===== src/rtl/halflife_sequencer.sv =====
// Half-life decay sequencer: loads a count on start and halves it once per
// programmable period until it reaches zero, pulsing tick per halving and done at the end.
module halflife_sequencer #(
    parameter int W  = 8,
    parameter int PW = 12
) (
    input  logic          clk,
    input  logic          rst,
    input  logic          start,
    input  logic          abort,
    input  logic [W-1:0]  init,
    input  logic [PW-1:0] period,
    output logic [W-1:0]  count,
    output logic [3:0]    halvings,
    output logic          busy,
    output logic          tick,
    output logic          done
);

    // state | meaning
    // IDLE  | waiting for an accepted start
    // RUN   | timer counting down, halving count at each terminal count
    // DONE  | single-cycle completion pulse, then back to IDLE
    typedef enum logic [1:0] {
        IDLE = 2'd0,
        RUN  = 2'd1,
        DONE = 2'd2
    } state_t;

    state_t        state, state_d;
    logic [PW-1:0] timer, timer_d;
    logic [PW-1:0] per_q, per_d;
    logic [PW-1:0] per_eff;
    logic [W-1:0]  count_d;
    logic [W-1:0]  count_half;
    logic [3:0]    halv_d;
    logic          tick_d;

    assign per_eff    = (period == '0) ? PW'(1) : period;
    assign count_half = count >> 1;
    assign busy       = (state == RUN);
    assign done       = (state == DONE);

    always_ff @(posedge clk or negedge rst) begin
        if (!rst) begin
            state    <= IDLE;
            count    <= '0;
            halvings <= '0;
            timer    <= '0;
            per_q    <= '0;
            tick     <= 1'b0;
        end else begin
            state    <= state_d;
            count    <= count_d;
            halvings <= halv_d;
            timer    <= timer_d;
            per_q    <= per_d;
            tick     <= tick_d;
        end
    end

    always_comb begin
        state_d = state;
        count_d = count;
        halv_d  = halvings;
        timer_d = timer;
        per_d   = per_q;
        tick_d  = 1'b0;
        unique case (state)
            IDLE: begin
                if (start && !abort) begin
                    count_d = init;
                    per_d   = per_eff;
                    timer_d = per_eff - PW'(1);
                    halv_d  = '0;
                    state_d = (init != '0) ? RUN : DONE;
                end
            end
            RUN: begin
                // abort outranks a coincident halving edge
                if (abort) begin
                    state_d = IDLE;
                end else if (timer != '0) begin
                    timer_d = timer - PW'(1);
                end else begin
                    count_d = count_half;
                    halv_d  = (halvings == 4'd15) ? halvings : halvings + 4'd1;
                    timer_d = per_q - PW'(1);
                    tick_d  = 1'b1;
                    if (count_half == '0) state_d = DONE;
                end
            end
            DONE: begin
                state_d = IDLE;
            end
            default: begin
                state_d = IDLE;
            end
        endcase
    end

endmodule

===== config.mk =====
export PLATFORM = sky130hd
export DESIGN_NAME = halflife_sequencer
export DESIGN_NICKNAME = d
export VERILOG_FILES = /design/src/rtl/halflife_sequencer.sv
export SDC_FILE = /design/constraint.sdc
export NUM_CORES = 1
export LEC_CHECK = 0
export ABC_AREA = 0
export BUFFER_PORTS_ARGS = -buffer_cell sky130_fd_sc_hd__buf_2
export CORE_MARGIN = 2
export CORE_UTILIZATION = 35
export CTS_BUF_LIST = sky130_fd_sc_hd__clkbuf_16
export CTS_CLUSTER_SIZE = 25
export DETAILED_ROUTE_END_ITERATION = 10
export MAX_ROUTING_LAYER = met4
export SLEW_MARGIN = 20
export SYNTH_ARGS = -nofsm -noshare
export SYNTH_HDL_FRONTEND = slang
export SYNTH_SLANG_ARGS = --single-unit

===== constraint.sdc =====
create_clock -name clk -period 7 [get_ports clk]
set_input_delay 0.35 -clock clk [delete_from_list [all_inputs] [get_ports clk]]
set_output_delay 0.35 -clock clk [all_outputs]
set_load 0.02 [all_outputs]

# [After elaboration in Yosys (flattened, before gate mapping)]
# Index checks and enable logic that the tools add are counted.
[word_totals] reg_bits=39 wordCells=55
[op_classes] add_sub_neg=4 n_eq_ne=9 n_mux=23 reduce_logical=13
[ops] op="$mux W12" n=4
[ops] op="$sub A12 B1 Y12 const B" n=3
[ops] op="$mux W8" n=3
[ops] op="$pmux W12 S2" n=1
[ops] op="$mux W4" n=4
[ops] op="$pmux W8 S2" n=1
[ops] op="$logic_not A12 Y1" n=1
[ops] op="$reduce_bool A12 Y1" n=1
[ops] op="$mux W2" n=5
[ops] op="$logic_not A8 Y1" n=1
[ops] op="$ne A2 B2 Y1 const B" n=4
[ops] op="$pmux W4 S2" n=1
[ops] op="$reduce_bool A8 Y1" n=1
[ops] op="$reduce_and A3 Y1" n=2
[ops] op="$reduce_and A5 Y1" n=1
[ops] op="$add A4 B1 Y4 const B" n=1
[ops] op="$eq A4 B4 Y1 const B" n=1
[ops] op="$pmux W2 S2" n=1
[ops] op="$reduce_and A4 Y1" n=1
[ops] op="$mux W1" n=3
[ops] op="$ne A3 B2 Y1 const B" n=1
[ops] op="$ne A3 B3 Y1 const B" n=1
[ops] op="$eq A2 B1 Y1 const B" n=1
[ops] op="$eq A2 B2 Y1 const B" n=1
[ops] op="other kinds (5)" n=5

# [Logic depth before layout (Yosys ltp)]
# Gate-level depths: netlist of the first run.
[logic_depth] word_depth=5 depth_mapped=10 mapped_depth_nobuf=10

# [Worst setup path after synthesis of the first run]
# No wires, ideal clock.
[synth_timing] path_kind="register -> register" startpoint="reg timer[7]" endpoint="reg timer[6]" setup_time_ps=137 arrival_time_ps=2077 required_ps=6863 slack_ps=4786 path_stages_with_launch=10 path_buffers=0 cell_sequence="dfrtp_1 -> nor4_4 -> nand4_2 -> o22ai_2 -> inv_1 -> ha_1 -> o211a_1 -> or3b_2 -> xor2_1 -> o21ai_0"
[synth_between] elab_chain_len=4
[synth_rtl] element="from (decl)" line_no="31" text="logic [PW-1:0] timer, timer_d;"
[synth_rtl] element="from (signal assigned)" line_no="56" text="timer <= timer_d;"
[synth_rtl] element="$reduce_bool A12 Y1" line_no="83" text="end else if (timer != '0) begin"
[synth_rtl] element="$mux W12" line_no="83"
[synth_rtl] element="$mux W12" line_no="81" text="if (abort) begin"
[synth_rtl] element="$pmux W12 S2" line_no="69" text="unique case (state)"
# No other way between the ends. The select of a mux whose other input is x is not followed.
# A chain may end at the register's enable or synchronous reset.

# [Worst setup path after layout of the first run]
[layout_timing] startpoint="reg state[1]" endpoint="reg timer[6]"
[layout_between] elab_chain_len=3 elab_cells_between_ends=7
[layout_rtl] element="from (decl)" line_no="30" text="state_t state, state_d;"
[layout_rtl] element="from (signal assigned)" line_no="53" text="state <= state_d;"
[layout_rtl] element="$eq A2 B1 Y1 / $logic_not A2 Y1 (equally long branches)" line_no="69"
[layout_rtl] element="$ne A2 B2 Y1 (no line) / $reduce_bool A2 Y1 (equally long branches)"
[layout_rtl] element="$reduce_and A3 Y1 (no line)"
# Several ways; a longest one is shown, not always the timed one.

==> results.ini, run 1 <==
[drt]
wl_per_cell_um=14.90
drcViolationCount=0
drt-initial-drc-count=141
wl_met3_um=189
highest_layer=met4
dr.pass1.iters=4
antenna_left=0
vias=2017
dr_wl_met2_mm=2.694
wl_met1_mm=2.624
routed_wirelength_mm=5.557
viasPerCell=5.408

[cells_and_area]
drive_gt1_frac=0.2230
layout.cells.non_filler=373
antennaDiodeCount=0
area_delta_synth_final_pct=16.69
fin_nets=321
finalInstanceArea_um2=2634

[power]
leakage_nw=1.171
power_switching_w=0.0003182
combPwrFrac=0.304
p_seq_frac=0.438
irDropWorstVdd_mv=0.1118
swShare=0.3815
total_power_w=0.0008341
power.density_nw_per_um2=316.7
p_int_w=0.0005158
clkPwrFrac=0.259

[place]
place_hpwl_mm=4.060
numPortBuffers=38
routabilityCongestion=0.8673
dpl.cell_count=365
place_area_um2=2494

[critical_path]
slowest_stage=dfrtp_1
cp_top_family=simple AND/OR/NAND/NOR gates
cp_max_fo=26
critPathRequiredTime_ns=7.12
path_cells=nand2b_4 > inv_2 > nand4_2 > o22ai_2 > inv_1 > ha_1 > o211a_1 > or3b_2 > xor2_1 > o21ai_0
crit_type=flop to flop
critical_path_arrival_ns=2.96
max_stage_delay_ns=0.42
crit_buf_inv=2
crit_path_start_kind=flop
cp-end-kind=flop

[clocking]
htreeDepth=2
cts.hold.buffers_added=0
cts.reportedPaths.clkPinSlew_ns=0.06
clock-sinks=39
clockBufferDepth=2
cts_tree=yes
cts_made_buffers=5
clk-insertion-delay-late_ns=0.28
root_buffer=clkbuf_16
postCtsSetupRepairBufs=0
ctsResizeCount=0

[synthesis]
yosysSeqAreaShare=0.4324
synthArstFlopShare=1.000
synth_top_family_by_area=simple AND/OR/NAND/NOR gates
synth_area_leaders=dfrtp_1, nand2_1, nor2_1
synth_cell_type_count=53
yosys.area_share.simple=0.2866
synth_compound_gate_area_share=0.1824
synthTopCellsByCount=nand2_1, nor2_1, dfrtp_1, o21ai_0, a21oi_1
synth_largest_area_cell=dfrtp_1
syn_area_per_cell_um2=8.648
synth_nets=287
ys_warn_count=0
ys.flop_type=dfrtp_1
synth_adder_area_share=0.01109
synth_most_common_cell=nand2_1
netlist_instances=261
synthXorXnorAreaFrac=0.01940
synth.area.mux_share=0.02328
yosysTopAreaCellShare=0.4324
netlist_area_um2=2257
synth_seq_cells=39
synth-edff-count=0

[worst_hold_path]
hp-class=primary input to async pin

[sta]
worst_pin_slew_ns=0.8965
slew_viol_final=0
finClkSkew_ns=0.008208
relSlewSlack=0.4024
finalHoldViolations=0
setup_viol=0
fin_setup_tns_ns=0
fin_crit_ns=2.839
rsz0062_at_grt=no
fmax_ghz=0.3522
timing.hold.ws_ns=0.1845
fin_crit_sh=0.4056

[floorplan]
ios=39
core_um2=6277
num_rows=29
die_h_um=84.31
die_x_um=84.31
start_util=0.3596
die-area_um2=7107

[global_route]
grt_pass1_wl_mm=9.694
antenna_found_initial=0
grt_pass1_vias=2014
grt_overflow=0
grt_max_degree=40
grt_usage=0.1729

[status]
status=finished, final reports clean

[job]
drv_cap=0

[metal layers]
metal	GRT usage	up-vias
met4	0.05132	0
met2	0.2771	41
met5	-	-
met1	0.2250	983
li1	-	989
met3	0.02950	4
[placed cells by master (no fill, tap or decap), drive strengths merged, types with 4 or more instances in the layout]
cell	instances
nand2	50
nor2	40
dfrtp	39
buf	39
o21ai	20
a21oi	12
a31oi	11
inv	11
nand4	7
nor4	7
clkbuf	5
nor3	4
nand3	4
[area by class of cell]
type	instances	area (um2)
fill	649	3643
multi-input combinational	200	1190
sequential	39	975.9
timing repair buffer	39	197.7
clock buffer	5	125.1
tap	77	96.34
inverter	10	37.54
clock inverter	3	11.26
[worst paths after layout]
check	slack, ns	depth (start not counted)	from	to
min in group clk	0.29	3	init[7]	count[7]$_DFFE_PN0P_
max	4.16	10	state[1]$_DFFE_PN0P_	timer[6]$_DFFE_PN0P_
max reg2reg	4.16	10	state[1]$_DFFE_PN0P_	timer[6]$_DFFE_PN0P_
max in group asynchronous	6.23	1	rst	count[6]$_DFFE_PN0P_
min	0.18	1	rst	count[5]$_DFFE_PN0P_
min reg2reg	0.48	2	per_q[11]$_DFFE_PN0P_	per_q[11]$_DFFE_PN0P_
[worst reg2reg max path: stages (launching register included)]
cell,delay (ns)
dfrtp_1,0.42
nand2b_4,0.28
inv_2,0.41
nand4_2,0.37
o22ai_2,0.28
inv_1,0.08
ha_1,0.25
o211a_1,0.14
or3b_2,0.20
xor2_1,0.15
o21ai_0,0.10
[cells by family after synthesis]
family | after synthesis
xor+xnor | 5
fa+ha+maj | 2
compound gates | 62
mux | 5
buf+inv | 22
simple gates | 126
flops | 39
[power groups by stage]
stage / Combinational [W] / Sequential (W) / Clock, W
global placement: 0.000250 / 0.000367 / 0
global route: 0.000289 / 0.000374 / 0.000228
floorplan: 0.000167 / 0.000374 / 0
CTS: 0.000255 / 0.000364 / 0.000219
detailed placement: 0.000254 / 0.000367 / 0
finish: 0.000253 / 0.000365 / 0.000216
[through the flow]
| stage | util | setup slack [ns] |
|---|---|---|
| 3_5_place_dp | 0.3972 | 4.199 |
| 2_1_floorplan | - | 4.786 |
| 5_1_grt | 0.4196 | 3.915 |
| 6_report | 0.4196 | 4.161 |
| 3_3_place_gp | 0.3972 | 4.354 |
| 4_1_cts | 0.4190 | 4.172 |
[flip-flops by register name, indices dropped and copies added (netlist names)]
| register | cells |
|---|---|
| tick | 1 |
| timer | 12 |
| per_q | 12 |
| count | 8 |
| halvings | 4 |
| state | 2 |
No activity file was read; power rests on OpenSTA's default activity.
==> inputs of run 2 (changes only) <==
--- a/config.mk
+++ b/config.mk
@@ -5,7 +5,7 @@
 export SDC_FILE = /design/constraint.sdc
 export NUM_CORES = 1
 export LEC_CHECK = 0
-export ABC_AREA = 0
+export ABC_AREA = 1
 export BUFFER_PORTS_ARGS = -buffer_cell sky130_fd_sc_hd__buf_2
 export CORE_MARGIN = 2
 export CORE_UTILIZATION = 35
==> constraint.sdc (replaced) <==
create_clock -name clk -period 2.45 [get_ports clk]
set_input_delay 0.1225 -clock clk [delete_from_list [all_inputs] [get_ports clk]]
set_output_delay 0.1225 -clock clk [all_outputs]
set_load 0.02 [all_outputs]
==> results.ini, run 2 <==
[place]
place_area_um2=2619  ; +5.0%
place_hpwl_mm=4.056  ; about the same
numPortBuffers=38  ; unchanged
pre_cts_ws_ns=0.3874  ; -3.812 ns
routabilityCongestion=0.8378  ; -3.4%

[clocking]
cts.hold.buffers_added=0  ; unchanged
cts_tree=yes
root_buffer=clkbuf_16
clk-insertion-delay-late_ns=0.28  ; about the same
cts.reportedPaths.clkPinSlew_ns=0.06  ; about the same
htreeDepth=2  ; unchanged
postCtsSetupRepairBufs=0  ; unchanged
cts_made_buffers=5  ; unchanged
clockBufferDepth=2  ; unchanged
ctsResizeCount=0  ; unchanged
clock-sinks=39  ; unchanged

[power]
leakage_nw=1.400  ; +20%
power.density_nw_per_um2=854.9  ; +170%
total_power_w=0.002356  ; +180%
irDropWorstVdd_mv=0.3800  ; +240%

[critical_path]
crit_path_start_kind=flop
cp-end-kind=flop
crit_type=flop to flop
cp_max_fo=9  ; -65%
rr_worst_depth=12  ; +2
critPathRequiredTime_ns=2.67  ; -4.45 ns
critical_path_arrival_ns=2.31  ; -0.65 ns

[synthesis]
netlist_area_um2=2336  ; +3.5%
synth_nets=355  ; +24%
synth-edff-count=0  ; unchanged
synth_seq_cells=39  ; unchanged
synth_area_leaders=dfrtp_1, nand2_1, inv_1
synth_largest_area_cell=dfrtp_1
synth_cell_type_count=32  ; -40%
netlist_instances=329  ; +26%
ys_warn_count=0  ; unchanged
synth_most_common_cell=nand2_1
yosysSeqAreaShare=0.4178  ; -0.01459
synthArstFlopShare=1.000  ; unchanged
synthTopCellsByCount=nand2_1, inv_1, dfrtp_1, nor2_1, o21ai_0
syn_area_per_cell_um2=7.100  ; -18%
ys.flop_type=dfrtp_1
yosysTopAreaCellShare=0.4178  ; -0.01459

[cells_and_area]
seq_area_um2=975.9  ; unchanged
top_regs=per_q: 12 flops, timer: 12 flops, count: 8 flops
multi_input_area_um2=1120  ; -5.9%
final_cell_mix=nand2_1, inv_1, dfrtp_1
drive_gt1_frac=0.1887  ; -0.03429
finalInstanceArea_um2=2756  ; +4.7%
final_common_cell=nand2_1
area_delta_synth_final_pct=18.00
fin_nets=396  ; +23%
fillers=667  ; +2.8%
antennaDiodeCount=0  ; unchanged

[sta]
finalHoldViolations=39  ; +39
fin_setup_tns_ns=0  ; unchanged
finalWorstSetupSlack_ns=0.3602  ; -3.800 ns
relSlewSlack=0.4015  ; -0.0008240
fmax_ghz=0.4785  ; +36%
setup_viol=0  ; unchanged
rsz0062_at_grt=no
finClkSkew_ns=0.007054  ; -0.001154 ns
slew_viol_final=0  ; unchanged
worst_pin_slew_ns=0.8977  ; +0.001236 ns
fin_crit_ns=2.090  ; -0.7497 ns
timing.hold.ws_ns=-0.02848  ; -0.2130 ns
fin_crit_sh=0.8530  ; +0.4473

[global_route]
grt_usage=0.1655  ; -0.007450
grt_overflow=0  ; unchanged
grt_max_degree=40  ; unchanged
antenna_found_initial=0  ; unchanged
grt_pass1_vias=2094  ; +4.0%
grt_pass1_wl_mm=9.522  ; -1.8%

[drt]
routed_wirelength_mm=5.492  ; -1.2%
vias=2146  ; +6.4%
antenna_left=0  ; unchanged
viasPerCell=4.790  ; -11%
drcViolationCount=0  ; unchanged
dr.pass1.iters=4  ; unchanged
drt-initial-drc-count=123  ; -13%
wl_per_cell_um=12.26  ; -18%

[floorplan]
die-area_um2=7344  ; +3.3%
die_h_um=85.70  ; +1.6%
start_util=0.3658  ; +0.006214
die_x_um=85.70  ; +1.6%
ios=39  ; unchanged
num_rows=29  ; unchanged
core_um2=6386  ; +1.7%

[worst_hold_path]
hp-class=primary input to async pin

[status]
status=finished, violations left
violations=negative hold slack

[job]
drv_cap=0  ; unchanged

[run 2: cell count changes after synthesis, moves of 4 or more]
cell,change
inv_1,+37
a31oi_1,-8
nor2_1,-8
o211ai_1,+6
a21oi_1,-8
o21ai_1,+5
nor2_2,+4
o21ai_0,+12
nand2_1,+39
nand3_1,+23
inv_2,+6
nor2_4,+5
[run 2: worst paths after layout]
kind / startpoint / endpoint / slack (ns)
min in group clk: period[1] / per_q[1]$_DFFE_PN0P_ / 0.08
min reg2reg: per_q[11]$_DFFE_PN0P_ / per_q[11]$_DFFE_PN0P_ / 0.48
max: timer[10]$_DFFE_PN0P_ / timer[6]$_DFFE_PN0P_ / 0.36
max reg2reg: timer[10]$_DFFE_PN0P_ / timer[6]$_DFFE_PN0P_ / 0.36
min: rst / count[4]$_DFFE_PN0P_ / -0.03
max in group asynchronous: rst / per_q[5]$_DFFE_PN0P_ / 1.92
[run 2: worst max-delay path: stages (launching register included)]
cell,delay (ns)
dfrtp_1,0.39
or2_1,0.27
nor2_4,0.22
nand2_2,0.16
o21ai_1,0.14
nand2_1,0.12
ha_1,0.22
inv_1,0.09
nor2_1,0.06
nand2_1,0.08
xor2_1,0.14
nand2_1,0.06
nand2_1,0.07
[run 2: logic make-up after synthesis]
kind of cell             after synthesis  share of synthesized area
AO/OA/AOI/OAI                         50                     0.1189
XOR/XNOR                               3                    0.01125
adder cells (fa/ha/maj)                2                    0.01071
buffers and inverters                 63                     0.1028
flip-flops                            39                     0.4178
AND/OR/NAND/NOR                      172                     0.3385
[run 2: power by group]
group / switching (W) / internal, W / leakage [nW] / total, W
Sequential: 0.000121 / 0.000828 / 0.485 / 0.000948
Clock: 0.000245 / 0.000368 / 0.0762 / 0.000613
Combinational: 0.000527 / 0.000268 / 0.839 / 0.000795
Total: 0.000894 / 0.00146 / 1.40 / 0.00236
[run 2: cell type report]
| class | count | area share |
|---|---|---|
| inverter | 55 | 0.07490 |
| multi-input combinational | 227 | 0.4063 |
| tap | 77 | 0.03495 |
| sequential | 39 | 0.3541 |
| clock inverter | 3 | 0.004539 |
| timing repair buffer | 42 | 0.07989 |
| clock buffer | 5 | 0.04539 |
[run 2: metal layers]
metal / vias to the layer above / GRT usage / routed length (um)
met1: 986 / 0.2203 / 2699
met2: 32 / 0.2614 / 2595
met5: - / - / 0
met3: 5 / 0.02599 / 140
li1: 1123 / - / -
met4: 0 / 0.04906 / 58
[run 2: per-stage QoR]
step	std cells	utilization
finish	448	0.4316
global route	448	0.4316
CTS	448	0.4316
detailed placement	440	0.4101
global placement	440	0.4101
floorplan	329	-
